### src/rtl/ocidec1_host_if.sv
// Wishbone slave front-end for the OCIDEC1 ATA host: control/status/timing
// registers plus translation of ATA-window accesses into PIOreq/PIOack cycles.
module ocidec1_host_if #(
  parameter logic [7:0] PIO_mode0_T1   = 8'd6,
  parameter logic [7:0] PIO_mode0_T2   = 8'd28,
  parameter logic [7:0] PIO_mode0_T4   = 8'd2,
  parameter logic [7:0] PIO_mode0_Teoc = 8'd23
) (
  input  logic        clk,
  input  logic        nReset,
  input  logic        rst,
  input  logic [4:0]  wb_adr_i,
  input  logic [31:0] wb_dat_i,
  output logic [31:0] wb_dat_o,
  input  logic [3:0]  wb_sel_i,
  input  logic        wb_we_i,
  input  logic        wb_stb_i,
  input  logic        wb_cyc_i,
  output logic        wb_ack_o,
  output logic        wb_err_o,
  output logic        inta_o,
  input  logic        irq,
  output logic        IDEctrl_rst,
  output logic        IDEctrl_IDEen,
  output logic        PIO_cmdport_IORDYen,
  output logic [7:0]  PIO_cmdport_T1,
  output logic [7:0]  PIO_cmdport_T2,
  output logic [7:0]  PIO_cmdport_T4,
  output logic [7:0]  PIO_cmdport_Teoc,
  output logic        PIOreq,
  output logic [3:0]  PIOa,
  output logic [15:0] PIOd,
  output logic        PIOwe,
  input  logic        PIOack,
  input  logic [15:0] PIOq
);

  // state | meaning
  // IDLE  | waiting for a bus request; register accesses complete from here
  // PIO   | PIOreq held to the core until PIOack
  // DONE  | one dead cycle after the PIO ack so the master can drop stb
  typedef enum logic [1:0] {
    S_IDLE = 2'd0,
    S_PIO  = 2'd1,
    S_DONE = 2'd2
  } state_t;

  localparam logic [31:0] TIM_RST = {PIO_mode0_Teoc, PIO_mode0_T4, PIO_mode0_T2, PIO_mode0_T1};

  state_t      r_state;
  state_t      w_state_nxt;

  logic        r_ack;
  logic        r_err;
  logic [31:0] r_dat;
  logic        r_abort;
  logic        r_pioreq;
  logic [3:0]  r_pioa;
  logic [15:0] r_piod;
  logic        r_piowe;

  logic        r_ctrl_rst;
  logic        r_iordyen;
  logic        r_irqen;
  logic        r_ideen;
  logic [31:0] r_tim;

  logic        w_req;
  logic        w_ata;
  logic        w_reg_hit;
  logic        w_reg_acc;
  logic        w_err_acc;
  logic        w_pio_start;
  logic        w_pio_done;
  logic [31:0] w_rd_data;

  // A request is ignored while its own ack/err is still on the bus.
  assign w_req     = wb_stb_i & wb_cyc_i & ~r_ack & ~r_err;
  assign w_ata     = wb_adr_i[4];
  assign w_reg_hit = ~w_ata & (wb_adr_i[3:0] < 4'd3);

  always_ff @(posedge clk or negedge nReset) begin
    if (!nReset) begin
      r_state <= S_IDLE;
    end else if (rst) begin
      r_state <= S_IDLE;
    end else begin
      r_state <= w_state_nxt;
    end
  end

  always_comb begin
    w_state_nxt = r_state;
    w_reg_acc   = 1'b0;
    w_err_acc   = 1'b0;
    w_pio_start = 1'b0;
    w_pio_done  = 1'b0;
    case (r_state)
      S_IDLE: begin
        if (w_req) begin
          if (w_ata && r_ideen) begin
            w_pio_start = 1'b1;
            w_state_nxt = S_PIO;
          end else if (w_reg_hit) begin
            w_reg_acc = 1'b1;
          end else begin
            w_err_acc = 1'b1;
          end
        end
      end
      S_PIO: begin
        if (PIOack) begin
          w_pio_done  = 1'b1;
          w_state_nxt = S_DONE;
        end
      end
      S_DONE: begin
        w_state_nxt = S_IDLE;
      end
      default: begin
        w_state_nxt = S_IDLE;
      end
    endcase
  end

  always_comb begin
    w_rd_data = 32'h0;
    case (wb_adr_i[1:0])
      2'd0:    w_rd_data = {24'h0, r_ideen, 4'b0000, r_irqen, r_iordyen, r_ctrl_rst};
      2'd1:    w_rd_data = {8'h01, 22'h0, (r_state != S_IDLE), irq};
      2'd2:    w_rd_data = r_tim;
      default: w_rd_data = 32'h0;
    endcase
  end

  always_ff @(posedge clk or negedge nReset) begin
    if (!nReset) begin
      r_ack    <= 1'b0;
      r_err    <= 1'b0;
      r_dat    <= 32'h0;
      r_abort  <= 1'b0;
      r_pioreq <= 1'b0;
      r_pioa   <= 4'h0;
      r_piod   <= 16'h0;
      r_piowe  <= 1'b0;
    end else if (rst) begin
      r_ack    <= 1'b0;
      r_err    <= 1'b0;
      r_dat    <= 32'h0;
      r_abort  <= 1'b0;
      r_pioreq <= 1'b0;
      r_pioa   <= 4'h0;
      r_piod   <= 16'h0;
      r_piowe  <= 1'b0;
    end else begin
      // An aborted bus cycle still finishes on the ATA side but is never acked.
      r_ack <= w_reg_acc | (w_pio_done & wb_cyc_i & ~r_abort);
      r_err <= w_err_acc;
      if (w_pio_start) begin
        r_abort <= 1'b0;
      end else if (r_state == S_PIO && !wb_cyc_i) begin
        r_abort <= 1'b1;
      end
      if (w_reg_acc && !wb_we_i) begin
        r_dat <= w_rd_data;
      end else if (w_pio_done && !r_piowe) begin
        r_dat <= {16'h0, PIOq};
      end
      if (w_pio_start) begin
        r_pioreq <= 1'b1;
        r_pioa   <= wb_adr_i[3:0];
        r_piod   <= wb_dat_i[15:0];
        r_piowe  <= wb_we_i;
      end else if (w_pio_done) begin
        r_pioreq <= 1'b0;
      end
    end
  end

  always_ff @(posedge clk or negedge nReset) begin
    if (!nReset) begin
      r_ctrl_rst <= 1'b1;
      r_iordyen  <= 1'b0;
      r_irqen    <= 1'b0;
      r_ideen    <= 1'b0;
      r_tim      <= TIM_RST;
    end else if (rst) begin
      r_ctrl_rst <= 1'b1;
      r_iordyen  <= 1'b0;
      r_irqen    <= 1'b0;
      r_ideen    <= 1'b0;
      r_tim      <= TIM_RST;
    end else if (w_reg_acc && wb_we_i) begin
      if (wb_adr_i[1:0] == 2'd0 && wb_sel_i[0]) begin
        r_ctrl_rst <= wb_dat_i[0];
        r_iordyen  <= wb_dat_i[1];
        r_irqen    <= wb_dat_i[2];
        r_ideen    <= wb_dat_i[7];
      end
      if (wb_adr_i[1:0] == 2'd2) begin
        for (int b = 0; b < 4; b++) begin
          if (wb_sel_i[b]) r_tim[8*b +: 8] <= wb_dat_i[8*b +: 8];
        end
      end
    end
  end

  assign wb_ack_o            = r_ack;
  assign wb_err_o            = r_err;
  assign wb_dat_o            = r_dat;
  assign inta_o              = irq & r_irqen;
  assign IDEctrl_rst         = r_ctrl_rst;
  assign IDEctrl_IDEen       = r_ideen;
  assign PIO_cmdport_IORDYen = r_iordyen;
  assign PIO_cmdport_T1      = r_tim[7:0];
  assign PIO_cmdport_T2      = r_tim[15:8];
  assign PIO_cmdport_T4      = r_tim[23:16];
  assign PIO_cmdport_Teoc    = r_tim[31:24];
  assign PIOreq              = r_pioreq;
  assign PIOa                = r_pioa;
  assign PIOd                = r_piod;
  assign PIOwe               = r_piowe;

endmodule

### config.mk
export PLATFORM = sky130hd
export DESIGN_NAME = ocidec1_host_if
export DESIGN_NICKNAME = d
export VERILOG_FILES = /design/src/rtl/ocidec1_host_if.sv
export SDC_FILE = /design/constraint.sdc
export NUM_CORES = 1
export LEC_CHECK = 0
export BUFFER_PORTS_ARGS = -buffer_cell sky130_fd_sc_hd__clkbuf_2
export CORE_UTILIZATION = 30
export CTS_CLUSTER_SIZE = 25
export DETAILED_ROUTE_END_ITERATION = 8
export PLACE_DENSITY_LB_ADDON = 0.3
export SYNTH_ARGS = -nofsm -noshare
export SYNTH_HDL_FRONTEND = slang
export SYNTH_SLANG_ARGS = --single-unit
### constraint.sdc
create_clock -name clk -period 5 [get_ports clk]
set_input_delay 0.5 -clock clk [delete_from_list [all_inputs] [get_ports clk]]
set_output_delay 0.5 -clock clk [all_outputs]
set_load 0.005 [all_outputs]
* After elaboration in Yosys (flattened, before gate mapping) *
Index checks and enable logic that the tools add are counted.

operators by class
  order comparisons = 1
  reduce and logical (&&, ||, !) cells = 29
  mux-type cells = 55
  eq/ne operators = 6
  bitwise gates (word level) = 12

operators with widths
  kind                  count
  $mux W32              6
  $pmux W32 S3          1
  $mux W1               35
  $mux W16              2
  $mux W8               4
  $reduce_bool A2 Y1    9
  $reduce_and A3 Y1     5
  $ne A3 B3 Y1 const B  3
  $reduce_bool A3 Y1    3
  $mux W2               4
  $mux W4               2
  $and A1 B1 Y1         7
  $logic_and A1 B1 Y1   6
  $eq A2 B1 Y1 const B  2
  $logic_not A2 Y1      2
  $lt A4 B2 Y1 const B  1
  $not A1 Y1            4
  $pmux W2 S2           1
  $logic_not A1 Y1      3
  $eq A2 B2 Y1 const B  1
  $reduce_and A2 Y1     1
  $or A1 B1 Y1          1

word-level totals
  register bits = 95
  output and inout bits = 92
  input bits = 65
  word-level logic and storage cells = 120

* Longest topological paths before layout *
  word-level depth = 9
  mapped depth = 7
  mapped depth without buffers = 4

* Worst setup path after synthesis *
Ideal clock, no wire load.

  kind = input -> register
  from = input port wb_adr_i[3]
  to = register r_tim[1]
  stages = 5
  setup time = 0.082 ns
  setup slack = 3.038 ns
  path buffers = 1
  arrival = 1.880 ns
  data required time = 4.918 ns
  path through = or3_1 buf_2 nor4_4 nor2b_1 a211o_1

on the way
  word-level cells in the longest chain between the ends = 9

ends and longest elaborated chain
  item                            RTL line  text
  start: declaration              12        input logic [4:0] wb_adr_i,
  $lt A4 B2 Y1                    80        assign w_reg_hit = ~w_ata & (wb_adr_i[3:0] < 4'd3);
  $and A1 B1 Y1                   80
  $mux W1                         104       end else if (w_reg_hit) begin
  $mux W1                         101       if (w_ata && r_ideen) begin
  $mux W1                         100       if (w_req) begin
  $mux W1                         98        case (r_state)
  $logic_and A1 B1 Y1             193       end else if (w_reg_acc && wb_we_i) begin
  $reduce_bool A2 Y1 (no line)    n/a
  $reduce_and A3 Y1 (no line)     n/a
  end signal: indexed assignment  202       if (wb_sel_i[b]) r_tim[8*b +: 8] <= wb_dat_i[8*b +: 8];
  end: declaration                66        logic [31:0] r_tim;

Every way passes these cells.
A chain may end at the register's enable or synchronous reset.

* Worst setup path after layout *
  from = register r_state[1]
  to = register r_dat[10] (netlist: wb_dat_o[10])

on the way
  word-level cells in the longest chain between the ends = 5
  elaborated cells between the ends (all ways) = 9
  those cells by class = eq/ne: 1; mux: 4; reduce/logical: 4

ends and longest elaborated chain
  item                      RTL line  text
  start: declaration        50        state_t r_state;
  start signal: assignment  88        r_state <= w_state_nxt;
  $logic_not A2 Y1          98
  $mux W1                   98
  $logic_and A1 B1 Y1       164       if (w_reg_acc && !wb_we_i) begin
  $mux W32                  164
  $mux W32                  146       end else if (rst) begin
  end signal: assignment    165       r_dat <= w_rd_data;
  end signal: assignment    167       r_dat <= {16'h0, PIOq};
  end: declaration          55        logic [31:0] r_dat;

Parallel ways exist; a longest one is shown, timed or not.

==> qor.yml <==
status:
  outcome: "complete, no violations"
place:
  portBuffers: 156
  gp_congestion: 0.810
  dpl_cell_area_um2: 5040
  dp_hpwl_um: 7970
  place_inst: 673
power_and_ir_drop:
  switching_share_pct: 22.9
  power_mw: 1.54
  p_leak_nw: 2.65
  power.share.clock_pct: 44.8
  ir_drop_mv: 0.188
  comb_power_share_pct: 5.3
  pwr-share-seq_pct: 49.9
  power.density_nw_per_um2: 289
  p_int_mw: 1.19
  switchingPower_mw: 0.354
global_routing:
  grt_util_all_layers_pct: 16.7
  grt.overflow.total: 0
  grt_max_degree: 59
  grt_pass1_wl_um: 18200
  grt_pass1_vias: 3298
  antenna_found_initial: 0
cells_and_area:
  diodes: 0
  area_growth_pct: 30.8
  drive_gt1_share_pct: 38.8
  layout.cells.non_filler: 689
  postLayoutCellArea_um2: 5340
  fin_nets: 573
  post-route-util_pct: 40.3
clock_tree:
  tritoncts: "built"
  cts.reportedPaths.clkPinSlew_ps: 70
  clk_latency_ps: 330
  cts_setup_buffers: 0
  cts_resized: 0
  cts_buffers: 9
  clock-sinks: 95
  cts_root_buf: "clkbuf_16"
  cts_buffer_depth: 2
  cts.htree.levels: 3
  hold_buffers: 0
route:
  wl_per_cell_um: 16.3
  drt_iter0_drc: 149
  wl_um: 11200
  drt_pass1_iterations: 4
  vias_per_cell: 4.86
  vias: 3348
  detail-route-antenna-nets: 0
  drcViolationCount: 0
die:
  boundaryPins: 157
  die_y_um: 119
  initial_core_util_pct: 30.8
  rows: 42
  dieArea_um2: 14100
  die_x_um: 119
  core-area_um2: 13200
sta:
  finalHoldViolCount: 0
  rsz0062_at_grt: "no"
  clock_skew_ps: 3.91
  slew_headroom_pct: 17.0
  worst_pin_slew_ps: 1240
  finalCritPeriodShare_pct: 46.3
  period_needed_ps: 2310
  setup_viol: 0
  setup_tns_ps: 0
  finalMaxSlewViolations: 0
  fmax_ghz: 0.432
yosys:
  yosys_register_bits: 95
  ys_seq_area_share_pct: 58.5
  syn_avg_cell_area_um2: 11.3
  syn-cell-area_um2: 4090
  ys_types: 38
  netlist_instances: 362
  yosys_warnings: 0
  synth_nets: 427
setup_path:
  cp-start-kind: "flop"
  crit_slowest_cell: "nor3_4"
  critical_path_required_ps: 5270
  path_cells: "nor2_1, nand4_1, nor3_4, a221o_1"
  endpoint_kind: "flop"
  critical_path_class: "flop to flop"
  critical_path_buf_inv_count: 0
  cp_max_fo: 27
  slowest_delay_ps: 980
  crit_arrival_ps: 2580
  cp_top_family: "simple AND/OR/NAND/NOR gates"
flow_run:
  drv_cap: 0
min_path:
  hold_class: "input port to asynchronous set/reset pin"
## sequential cells by signal, indices dropped and copies added, names as in the netlist
signal               flops
IDEctrl_IDEen            1
PIOa                     4
PIOd                    16
PIOreq                   1
IDEctrl_rst              1
PIOwe                    1
PIO_cmdport_IORDYen      1
wb_dat_o                32
r_abort                  1
r_tim                   32
wb_ack_o                 1
r_irqen                  1
wb_err_o                 1
r_state                  2
## final timing paths
| check | from | to | slack [ps] | cells after the start |
|---|---|---|---|---|
| worst max-delay path | r_state[1] | wb_dat_o[10] | 2690 | 4 |
| worst min-delay path | nReset | wb_dat_o[14] | 120 | 1 |
| worst max register to register | r_state[1] | wb_dat_o[10] | 2690 | 4 |
| worst min register to register | wb_dat_o[23] | wb_dat_o[23] | 510 | 1 |
| max in group asynchronous | nReset | PIOd[15] | 3760 | 2 |
| min in group clk | wb_dat_i[28] | r_tim[28] | 380 | 2 |
## routing by layer
metal | vias up | global-route usage, % | part of all wire [%]
met5 | - | 0 | 0
met4 | 0 | 5.46 | 1.8
met3 | 12 | 4.68 | 7.0
met2 | 122 | 26.1 | 47
met1 | 1628 | 22.3 | 44
li1 | 1586 | - | -
## power groups by stage
stage          registers [mW]  logic [mW]  clock network (mW)
2_1_floorplan           0.785      0.0273                   0
3_3_place_gp            0.785      0.0827                   0
6_report                0.771      0.0813               0.693
5_1_grt                 0.770      0.0919               0.748
4_1_cts                 0.771      0.0842               0.721
3_5_place_dp            0.785      0.0835                   0
## placed cells by master, fill, tap and decap left out, drive strengths merged, types with 2 or more instances in the layout
cell type	count
a211o	11
a211oi	2
a21oi	28
a221o	14
a22o	16
and2	13
buf	8
clkbuf	164
dfrtp	84
dfstp	11
inv	5
mux2	2
mux2i	29
nand2	46
nand4	3
nand4b	3
nor2	32
nor2b	10
nor3	7
nor4	3
nor4b	3
nor4bb	2
o22a	2
or3	2
or3b	2
## synthesized netlist by cell type (all sizes together)
cell	count	area, um^2
and2	13	81.3
inv	2	7.51
nor4b	3	26.3
and4	1	8.76
mux2i	29	290
nor2b	10	62.6
a211o	11	96.3
nor4	3	40.0
nand2	46	173
a21oi	28	140
nand3b	1	7.51
buf	8	45.0
mux2	2	22.5
or2	1	6.26
dfstp	11	289
a22o	16	140
dfrtp	84	2100
a221o	14	140
and4b	1	10.0
nor3	7	40.0
or3b	2	17.5
nor3b	1	7.51
a211oi	2	15.0
o22a	2	17.5
and4bb	1	12.5
nand2b	1	6.26
clkbuf	19	71.3
nor4bb	2	20.0
nand4bb	1	11.3
nand4b	3	26.3
or3	2	12.5
nand4	3	18.8
nor2	32	120
## worst register-to-register path, delay by kind of cell (launching register included)
kind | cells | cell delay, ps
compound gates | 1 | 310
flops | 1 | 430
simple gates | 3 | 1520
## cells by family (layout without fill, tap and decap cells)
family | Yosys count | count (layout) | share of synthesized area, %
and+or+nand+nor | 134 | 134 | 17.3
AOI/OAI and AO/OA | 73 | 73 | 13.4
buffers and inverters | 29 | 180 | 3.03
DFF | 95 | 95 | 58.5
muxes | 31 | 31 | 7.66
## cell type report
cell class                 count  area (um^2)
fill                        1369         7900
sequential                    95         2390
multi-input combinational    238         1600
timing repair buffer         162          828
clock buffer                  10          229
tap                          176          220
clock inverter                 6         68.8
inverter                       2         7.51
## stage by stage
step                      setup slack, ps  hold slack [ps]
after detailed placement             2420              491
after global placement               2490              488
final                                2690              123
after CTS                            2630              134
after global routing                 2510              155
after floorplan                      3040              204
No activity file was read; power rests on OpenSTA's default activity.
